File: config.mk
export PLATFORM = sky130hd
export DESIGN_NAME = button_conditioner
export DESIGN_NICKNAME = d
export VERILOG_FILES = /design/src/rtl/panel_pkg.sv /design/src/rtl/debounce_filter.sv /design/src/rtl/button_conditioner.sv
export SDC_FILE = /design/constraint.sdc
export NUM_CORES = 1
export LEC_CHECK = 0
export BUFFER_PORTS_ARGS = -buffer_cell sky130_fd_sc_hd__buf_2
export CAP_MARGIN = 25
export CORE_MARGIN = 3
export CORE_UTILIZATION = 66
export DETAILED_ROUTE_END_ITERATION = 7
export HOLD_SLACK_MARGIN = 0.08
export PLACE_DENSITY = 0.87
export SYNTH_ARGS = -nofsm -noshare
export SYNTH_HDL_FRONTEND = slang
export SYNTH_SLANG_ARGS = --single-unit
File: constraint.sdc
create_clock -name clk -period 5.74 [get_ports clk]
set_clock_uncertainty 0.1 [all_clocks]
set_input_delay 0.574 -clock clk [delete_from_list [all_inputs] [get_ports clk]]
set_output_delay 0.574 -clock clk [all_outputs]
set_load 0.03 [all_outputs]
File: src/rtl/panel_pkg.sv
// ---------------------------------------------------------------------------
// panel_pkg
//   Shared definitions for the front-panel blocks (button conditioners and
//   the segment display counter).
//   - btn_state_t : event FSM state encoding used by button_conditioner.
//   - DEF_*       : default timing constants, in system clock cycles.
//   - width_of    : counter width needed to hold 0..n-1 (never below 1 bit).
//   - max_of      : larger of two integers, for sizing a shared timer.
// ---------------------------------------------------------------------------
package panel_pkg;

    typedef enum logic [1:0] {
        IDLE   = 2'd0,
        HOLD   = 2'd1,
        REPEAT = 2'd2
    } btn_state_t;

    localparam int DEF_DEBOUNCE_CYCLES     = 50000;
    localparam int DEF_REPEAT_DELAY_CYCLES = 25000000;
    localparam int DEF_REPEAT_RATE_CYCLES  = 5000000;

    function automatic int width_of(input int n);
        return (n <= 1) ? 1 : $clog2(n);
    endfunction

    function automatic int max_of(input int a, input int b);
        return (a > b) ? a : b;
    endfunction

endpackage

File: src/rtl/debounce_filter.sv
// ---------------------------------------------------------------------------
// debounce_filter
//   Synchronises a raw asynchronous button pin and filters contact bounce
//   with a stable-count filter. The debounced level only toggles after the
//   synchronised input has disagreed with it for DEBOUNCE_CYCLES consecutive
//   cycles; any glitch back to the current level restarts the count.
//
// Parameters
//   DEBOUNCE_CYCLES : cycles of stable disagreement before toggling (>= 1)
//   ACTIVE_LOW      : 1 inverts the pin so that a low level means pressed
//
// Ports
//   clk    in   system clock
//   rst    in   synchronous active-high reset
//   button in   raw asynchronous pin
//   level  out  registered debounced pressed level
//   rise   out  combinational: level goes 0->1 at the next clock edge
// ---------------------------------------------------------------------------
module debounce_filter
    import panel_pkg::*;
#(
    parameter int DEBOUNCE_CYCLES = DEF_DEBOUNCE_CYCLES,
    parameter bit ACTIVE_LOW      = 1'b0
) (
    input  logic clk,
    input  logic rst,
    input  logic button,
    output logic level,
    output logic rise
);

    localparam int             CNT_W    = width_of(DEBOUNCE_CYCLES);
    localparam logic [CNT_W-1:0] CNT_LAST = CNT_W'(DEBOUNCE_CYCLES - 1);

    logic             r_sync1;
    logic             r_sync2;   // synchronised input "s"
    logic [CNT_W-1:0] r_cnt;
    logic             r_level;

    logic w_in;
    logic w_differ;
    logic w_done;

    // Inversion sits ahead of the first flop so both flops, and their reset
    // value of 0, are always in "pressed = 1" terms.
    assign w_in     = button ^ ACTIVE_LOW;
    assign w_differ = (r_sync2 != r_level);
    assign w_done   = w_differ && (r_cnt == CNT_LAST);

    always_ff @(posedge clk) begin
        if (rst) begin
            r_sync1 <= 1'b0;
            r_sync2 <= 1'b0;
            r_cnt   <= '0;
            r_level <= 1'b0;
        end else begin
            r_sync1 <= w_in;
            r_sync2 <= r_sync1;
            if (!w_differ) begin
                r_cnt <= '0;
            end else if (w_done) begin
                r_level <= r_sync2;
                r_cnt   <= '0;
            end else begin
                r_cnt <= r_cnt + 1'b1;
            end
        end
    end

    assign level = r_level;
    // Announced one cycle early so the top can register its press pulse in
    // the same edge that raises the debounced level.
    assign rise  = w_done && r_sync2;

endmodule

File: src/rtl/button_conditioner.sv
// ---------------------------------------------------------------------------
// button_conditioner
//   Turns one raw push-button into clean single-cycle event pulses: one pulse
//   per debounced press and, optionally, auto-repeat pulses while held.
//   Drives the increment/decrement enable of the segment display counter.
//
// Parameters
//   DEBOUNCE_CYCLES     : debounce stable-count length (>= 1)
//   REPEAT_ENABLE       : 1 enables auto-repeat, 0 gives one pulse per press
//   REPEAT_DELAY_CYCLES : press pulse to first repeat pulse (>= 2)
//   REPEAT_RATE_CYCLES  : spacing of subsequent repeat pulses (>= 2)
//   ACTIVE_LOW          : 1 means a low pin level is pressed
//
// Ports
//   clk           in   system clock
//   rst           in   synchronous active-high reset
//   button        in   raw asynchronous pin
//   button_out    out  registered one-cycle event pulse (press or repeat)
//   button_level  out  registered debounced pressed level
//   repeat_active out  registered, high while in the REPEAT state
// ---------------------------------------------------------------------------
module button_conditioner
    import panel_pkg::*;
#(
    parameter int DEBOUNCE_CYCLES     = DEF_DEBOUNCE_CYCLES,
    parameter bit REPEAT_ENABLE       = 1'b1,
    parameter int REPEAT_DELAY_CYCLES = DEF_REPEAT_DELAY_CYCLES,
    parameter int REPEAT_RATE_CYCLES  = DEF_REPEAT_RATE_CYCLES,
    parameter bit ACTIVE_LOW          = 1'b0
) (
    input  logic clk,
    input  logic rst,
    input  logic button,
    output logic button_out,
    output logic button_level,
    output logic repeat_active
);

    localparam int TMR_W = width_of(max_of(REPEAT_DELAY_CYCLES, REPEAT_RATE_CYCLES));
    localparam logic [TMR_W-1:0] TMR_DELAY_LAST = TMR_W'(REPEAT_DELAY_CYCLES - 1);
    localparam logic [TMR_W-1:0] TMR_RATE_LAST  = TMR_W'(REPEAT_RATE_CYCLES - 1);

    logic w_level;
    logic w_rise;

    btn_state_t       r_state;
    logic [TMR_W-1:0] r_timer;
    logic             r_out;
    logic             r_rep;

    btn_state_t       w_state_nxt;
    logic [TMR_W-1:0] w_timer_nxt;
    logic             w_pulse;

    debounce_filter #(
        .DEBOUNCE_CYCLES (DEBOUNCE_CYCLES),
        .ACTIVE_LOW      (ACTIVE_LOW)
    ) u_debounce (
        .clk    (clk),
        .rst    (rst),
        .button (button),
        .level  (w_level),
        .rise   (w_rise)
    );

    always_ff @(posedge clk) begin
        if (rst) begin
            r_state <= IDLE;
            r_timer <= '0;
            r_out   <= 1'b0;
            r_rep   <= 1'b0;
        end else begin
            r_state <= w_state_nxt;
            r_timer <= w_timer_nxt;
            r_out   <= w_pulse;
            r_rep   <= (w_state_nxt == REPEAT);
        end
    end

    always_comb begin
        w_state_nxt = r_state;
        w_timer_nxt = r_timer;
        w_pulse     = 1'b0;
        case (r_state)
            IDLE: begin
                if (w_rise) begin
                    w_pulse     = 1'b1;
                    w_state_nxt = HOLD;
                    w_timer_nxt = '0;
                end
            end
            HOLD, REPEAT: begin
                if (!w_level) begin
                    // Release wins over any repeat pulse due this cycle. With
                    // a very short debounce a new press can already be rising
                    // here, so it is taken directly instead of being lost.
                    w_timer_nxt = '0;
                    if (w_rise) begin
                        w_pulse     = 1'b1;
                        w_state_nxt = HOLD;
                    end else begin
                        w_state_nxt = IDLE;
                    end
                end else if (r_state == HOLD) begin
                    // Without auto-repeat the timer stays parked at 0 so it
                    // can never wrap during a long hold.
                    if (REPEAT_ENABLE) begin
                        if (r_timer == TMR_DELAY_LAST) begin
                            w_pulse     = 1'b1;
                            w_state_nxt = REPEAT;
                            w_timer_nxt = '0;
                        end else begin
                            w_timer_nxt = r_timer + 1'b1;
                        end
                    end
                end else begin
                    if (r_timer == TMR_RATE_LAST) begin
                        w_pulse     = 1'b1;
                        w_timer_nxt = '0;
                    end else begin
                        w_timer_nxt = r_timer + 1'b1;
                    end
                end
            end
            default: begin
                w_state_nxt = IDLE;
                w_timer_nxt = '0;
            end
        endcase
    end

    assign button_out    = r_out;
    assign button_level  = w_level;
    assign repeat_active = r_rep;

endmodule

==> impl_results.md, run 1 <==
- Post-synthesis simple-gate area fraction: about a third
- First-pass GRT wire length: ~9400 um
- Post-synthesis mux area share: less than 1%
- CTS tree: done
- Layout Nets: between 300 and 400
- Vias in the first global route: about 2100
- Hold_sp: u_debounce.r_cnt[0]
- Yosys warns: 0
- Final Hold Viols: 0
- Switch share: about a fifth
- Post-Syn Instances: between 300 and 400
- Share of the synthesized area in the top cell type: 38.00%
- Fin crit period: 2692 ps
- DRC Markers: 0
- Post-CTS sizing: 0
- Post-synthesis compound-gate area fraction: between 10% and 20%
- Die height: between 60 and 70 um
- Critical Path Max Stage Delay: between 400 and 500 ps
- Tot Pwr: approximately 590 uW
- GP Congestion: ~0.87
- Flop pwr share: between 50% and 60%
- Clk_lat worst skew: around 310 ps
- Wire length per cell: roughly 16 um
- Dominant cell type by area after synthesis: dfxtp_1
- Leak: roughly 0.0008 uW
- Post-Synth XOR/XNOR Area: under 10%
- Hold Crit Class: flop to flop
- Postcts setup bufs: 0
- Syn Nets: 310
- Initial antenna violation count: 0
- Register area share after synthesis: 38.00%
- Number of H-tree levels: 2
- Int Power: 464.6 uW
- Most frequent cell after synthesis: dfxtp_1
- Synthesized area: around 0.0025 mm2
- Clk sinks: 48
- Top delay family on crit path: simple AND/OR/NAND/NOR gates
- Clk slew on worst S/H paths: approximately 90 ps
- Clock Power Share: a little over two fifths
- CP Launch Point: r_state[1]
- Worst slack, placed: slightly above 3000 ps
- Crit path max fanout: 22
- Initial core utilization: between 70% and 80%
- Ys flop type: dfxtp_1
- Comb power frac: around 1.2%
- Final setup viols: 0
- Cell variety after synth: 47
- Adder-Cell Fraction of Synth Area: about 2.5%
- Slew Limit Fails: 0
- Synth cell count leaders: dfxtp_1 (48), nand2_1 (34), nor2_1 (30)
- Root buf cell: clkbuf_8
- Max Cap Viol: 0
- DR iter-0 viols: slightly above 200
- Crit end category: flop
- Setup WS post-layout: ~3000 ps
- Critical Path AT: around 2800 ps
- Port-buffer cells: 5
- WP data required: around 5800 ps
- Buf/Inv on CP: 3
- Peak supply drop: about 0.00016 V
- Detailed-placement wirelength estimate: ~3800 um
- WL final: approximately 5600 um
- Largest cells by area after synthesis: dfxtp_1 (38%), nand4_1 (5.2%), nand2_1 (5.0%)
- Core region area: approximately 0.0035 mm2
- EDFF count, synth: 0
- Cell Rows: 21
- Hold buffer count at cts: 0
- Vias: around 2300
- Reg-to-Reg Start: r_state[1]
- Most frequent CP cell: buf_4
- Grt ovf: 0
- Overall die area: ~0.0046 mm2
- Post-synthesis register bit count: 48
- IO Pins: 6
- Psw: ~120 uW
- Pwr Density: 219.4 mW/mm2
- Worst-margin pin slew: about 840 ps
- Post-DRT Antenna Nets: 0
- FFs w/ async S/R, synth: 0%
- 1st-pass router iterations: 5
- Relative slew slack: ~44%
- Hold WS: approximately 350 ps
- Status: completed
- Fin crit share: 46.91%
- Startpoint types: flop
- CP cell instances: inv_1, ha_1, or4_1, nor4_1, o21ai_1, buf_4, a21oi_1, buf_4, a211oi_1
- Worst-case clock buffer depth: 2
- Num CTS Buffers: 5
- RSZ-0062 raised after global routing: no
- Largest family of logic cells by synthesized area: simple AND/OR/NAND/NOR gates
- Setup CP Type: flop to flop
- Post-route setup TNS: 0 ps
- Max Freq: 371.4 MHz
- Antenna Cells: 0
- Vias per inst: approximately 6.6
- Largest net degree at the start of global routing: 36
- Tot GR Track Use: 26.59%
- Die X: between 60 and 70 um
- Avg Synthesized Cell Area: roughly 8.4 um2
- Layout cells sized above 1: under 10%
- Slowest-stage cell, CP: a21oi_1
- Area delta synth->final: 5.740%
-- through the flow --
stage	cell area, um2	utilization, %	cells
3_5_place_dp	2566	72.89	341
2_1_floorplan	2529	-	302
6_report	2674	75.94	349
4_1_cts	2674	75.94	349
3_3_place_gp	2559	72.67	340
5_1_grt	2674	75.94	349
-- final timing paths --
path,cells after the start,slack (ps),endpoint
setup reg to reg,9,3050,r_timer[13]
setup / recovery,9,3050,r_timer[13]
hold reg to reg,1,350,u_debounce.r_cnt[0]
hold / removal,1,350,u_debounce.r_cnt[0]
-- state kept, by name (all words and copies together) (netlist names) --
signal and count:
u_debounce.r_sync1 1, u_debounce.r_sync2 1, u_debounce.level 1, r_state 2, r_timer 25, button_out 1, u_debounce.r_cnt 16, repeat_active 1
-- cell families (layout without fill, tap and decap cells) --
logic type	Yosys count	after routing
adder cells (fa/ha/maj)	5	5
XOR/XNOR	14	14
AO/OA/AOI/OAI	56	56
multiplexers	1	1
flip-flops	48	48
buffers and inverters	18	19
AND/OR/NAND/NOR	160	160
-- worst reg2reg max path, delay by kind of cell, from the launching register on --
family,cells,cell delay (ps)
simple gates,2,770
fa+ha+maj,1,200
compound gates,3,590
buf+inv,3,560
flops,1,330
-- area by class of cell --
| type | count | area, um2 |
|---|---|---|
| multi-input combinational | 236 | 1489 |
| inverter | 3 | 11.26 |
| clock buffer | 6 | 72.57 |
| tap | 46 | 57.56 |
| fill | 252 | 847.1 |
| sequential | 48 | 960.9 |
| timing repair buffer | 8 | 47.55 |
| clock inverter | 2 | 35.03 |
-- cell usage in the layout (no fill, tap or decap), drive strengths merged, types with 3 or more instances in the layout --
cell | netlist | final
dfxtp | 48 | 48
nand2 | 34 | 34
nor2 | 30 | 30
nand4 | 21 | 21
nand3 | 12 | 12
a211oi | 12 | 12
or4 | 11 | 11
o21ai | 10 | 10
a21oi | 9 | 9
or3 | 9 | 9
a31oi | 8 | 8
buf | 5 | 8
and3 | 7 | 7
xnor2 | 7 | 7
xor2 | 7 | 7
o31ai | 6 | 6
nor3 | 6 | 6
nor4 | 6 | 6
clkbuf | 10 | 6
ha | 5 | 5
nand4b | 4 | 4
nor2b | 4 | 4
inv | 3 | 3
and2 | 3 | 3
nand3b | 3 | 3
-- routing by layer --
layer	track usage, %	share of wire [%]	vias to the layer above
met1	34.39	45	1085
li1	-	-	1141
met5	0	0	-
met4	8.933	1.9	0
met3	5.911	5.9	12
met2	43.86	47	69
-- power groups by stage --
stage                     clock network, uW  logic, uW  registers, uW
final                                   245       7.24            334
after global routing                    257       7.76            334
after CTS                               242       7.05            334
after detailed placement                  0       6.99            342
after global placement                    0       7.06            342
after floorplan                           0       5.29            342
Power figures use the tool's default switching activity.
==> inputs of run 2 (changes only) <==
- ABC_AREA: unset -> 1
- CORE_UTILIZATION: 66 -> 56
- PLACE_DENSITY: 0.87 -> 0.79
- clock period: 5.74 -> 2.4 ns (I/O delays scaled with it)
==> run 2 against run 1 <==
Compared with the run above: flip-flop and latch count is the same; clock power increased by 88%; setup slack got worse by 2700 ps; die area up 30%; final cell count increased by 51%; sequential power up 140%; largest cell class unchanged; largest power group unchanged.
==> impl_results.md, run 2 <==
- Status: completed
- Relative slew slack: about two thirds
- IO Pins: 6
- DR iter-0 viols: 180
- Vias in the first global route: around 2600
- Postcts setup bufs: 0
- Dominant cell type by area after synthesis: dfxtp_1
- Critical Path Max Stage Delay: around 360 ps
- Crit end category: flop
- Peak supply drop: about 0.00029 V
- Clk slew on worst S/H paths: roughly 90 ps
- Overall die area: around 0.0060 mm2
- Share of the synthesized area in the top cell type: around 34%
- Largest cells by area after synthesis: dfxtp_1 (34%), nand2_1 (15%), nor2_1 (11%)
- Layout Nets: roughly 470
- CP cell instances: ha_1, nand3_1, nor2_1, nand4_2, nand2_4, buf_4, nand3_1, nand2_1, nand2_1, nor2_1
- Core region area: approximately 0.0048 mm2
- Critical Path AT: 2150 ps
- Most frequent cell after synthesis: nand2_1
- Crit path max fanout: 23
- Root buf cell: clkbuf_8
- Post-route setup TNS: 0 ps
- Fin crit period: approximately 2000 ps
- Commonest cells after routing, fill and taps aside: nand2_1 (118), nor2_1 (82), inv_1 (61)
- Worst-case clock buffer depth: 2
- Tot GR Track Use: 22.94%
- R2R setup slack: roughly 390 ps
- Initial antenna violation count: 0
- Setup CP Type: flop to flop
- Clk sinks: 48
- Antenna Cells: 0
- Startpoint types: flop
- Largest registers: r_timer (25), u_debounce.r_cnt (16), r_state (2)
- Biggest register: r_timer
- Final setup viols: 0
- Ys flop type: dfxtp_1
- CTS tree: done
- Cells on Worst Hold Path: 2
- Reg-to-Reg Start: u_debounce.r_cnt[0]
- Largest net degree at the start of global routing: 24
- Post-synthesis register bit count: 48
- Max Cap Viol: 0
- Post-DRT Antenna Nets: 0
- Avg Synthesized Cell Area: approximately 6.4 um2
- Worst reg-to-reg path cell count: 10
- FFs w/ async S/R, synth: 0%
- Die X: 77.45 um
- Grt ovf: 0
- DRC Markers: 0
- Fin crit share: a little over four fifths
- Detailed-placement wirelength estimate: 4974 um
- Vias per inst: approximately 5.2
- Cell variety after synth: 34
- R2r endpoint: r_timer[13]
- First-pass GRT wire length: between 10000 and 15000 um
- Worst Hold Path EP: u_debounce.r_sync2
- Synthesized area: about 0.0029 mm2
- Port-buffer cells: 5
- GP Congestion: around 0.97
- Top delay family on crit path: simple AND/OR/NAND/NOR gates
- Non-Filler Instances: roughly 530
- Hold WS: between 300 and 400 ps
- Most common cell after layout, fill and taps aside: nand2_1
- Setup WS post-layout: slightly below 400 ps
- Syn Nets: 454
- 1st-pass router iterations: 4
- Worst-margin pin slew: 466.0 ps
- Hold_sp: u_debounce.r_sync1
- RSZ-0062 raised after global routing: no
- Worst slack, placed: a little under 400 ps
- Dpl cells: about 520
- Vias: around 2800
- Post-Syn Instances: 446
- Num CTS Buffers: 5
- Buf/Inv on CP: 1
- Hold Crit Class: flop to flop
- WL final: 6530 um
- Number of H-tree levels: 2
- Initial core utilization: 59.35%
- EDFF count, synth: 0
- Register area share after synthesis: between 30% and 40%
- WP data required: roughly 2500 ps
- Leak: around 0.0013 uW
- Die height: 77.45 um
- Yosys warns: 0
- Slew Limit Fails: 0
- Synth cell count leaders: nand2_1 (118), nor2_1 (82), inv_1 (61)
- Final Hold Viols: 0
- Area delta synth->final: 6.696%
- Post-CTS sizing: 0
- Slowest-stage cell, CP: dfxtp_1
- Cell Rows: 25
- Layout cells sized above 1: under 10%
- Pwr Density: about 420 mW/mm2
- Max Freq: slightly below 500 MHz
- Clk_lat worst skew: ~300 ps
- Wire length per cell: 12.41 um
- Largest register FFs: 25
-- run 2: changes by cell type in the layout (fill, tap and decap cells not counted), sizes merged, moves of 5 or more --
cell and delta:
or4 -11, and3 -7, nand3 +29, a31oi -6, or3 -9, xnor2 -7
o31ai -6, nand2 +89, inv +62, a211oi -12, nor2 +61, a21oi +5
-- run 2: metal layers --
| metal | routed length (um) | global-route usage (%) | share of wire (%) | vias to the layer above |
|---|---|---|---|---|
| li1 | - | - | - | 1431 |
| met5 | 0 | 0 | 0 | - |
| met2 | 3035 | 38.26 | 46 | 84 |
| met3 | 345 | 4.292 | 5.3 | 15 |
| met1 | 2982 | 28.89 | 46 | 1222 |
| met4 | 166 | 9.786 | 2.5 | 0 |
-- run 2: timing repair --
item / 4_1_cts / 5_1_grt
endpoints found under the hold margin: 4 / 0
setup endpoints to repair: 0 / 0
hold buffers: 3 / 0
-- run 2: worst max-delay path by stage --
stage                     slack [ps]           startpoint           to  cells after the start
after global routing             130  u_debounce.r_cnt[0]  r_timer[13]                      9
after detailed placement         390  u_debounce.r_cnt[0]  r_timer[11]                     10
after floorplan                  710     u_debounce.level  r_timer[20]                     11
after global placement           440  u_debounce.r_cnt[0]  r_timer[23]                     10
final                            390  u_debounce.r_cnt[0]  r_timer[13]                     10
after CTS                        370  u_debounce.r_cnt[0]  r_timer[13]                     10
-- run 2: through the flow --
stage	total power (uW)	util, %	instance area, um2
finish	1290	63.32	3050
global route	1333	63.32	3050
CTS	1299	63.32	3050
detailed placement	844.8	61.09	2943
global placement	844.4	61.09	2943
floorplan	835.4	-	2859
-- run 2: cell families (layout without fill, tap and decap cells) --
group	after synthesis	after routing	synth area share [%]
flops	48	48	33.61
simple gates	290	290	46.91
xor+xnor	7	7	2.144
buf+inv	70	83	10.20
compound gates	26	26	4.945
fa+ha+maj	5	5	2.188
-- run 2: final cells by class --
cell class                 count  area, um2
clock buffer                   6      72.57
inverter                      65      244.0
multi-input combinational    328       1607
sequential                    48      960.9
fill                         462       1767
timing repair buffer          11      77.57
tap                           67      83.83
clock inverter                 1      5.005
-- run 2: tightest hold or removal path, cell delays in order (launching register included) --
cell and delay (ps):
dfxtp_1 310, inv_1 40, nor2_1 30
-- run 2: where the power goes --
group          switching [uW]  total, uW  internal [uW]  leakage (uW)
registers                1.19        799            798      0.000387
clock network             262        461            199     0.0000410
logic                    19.1       30.8           11.6      0.000825
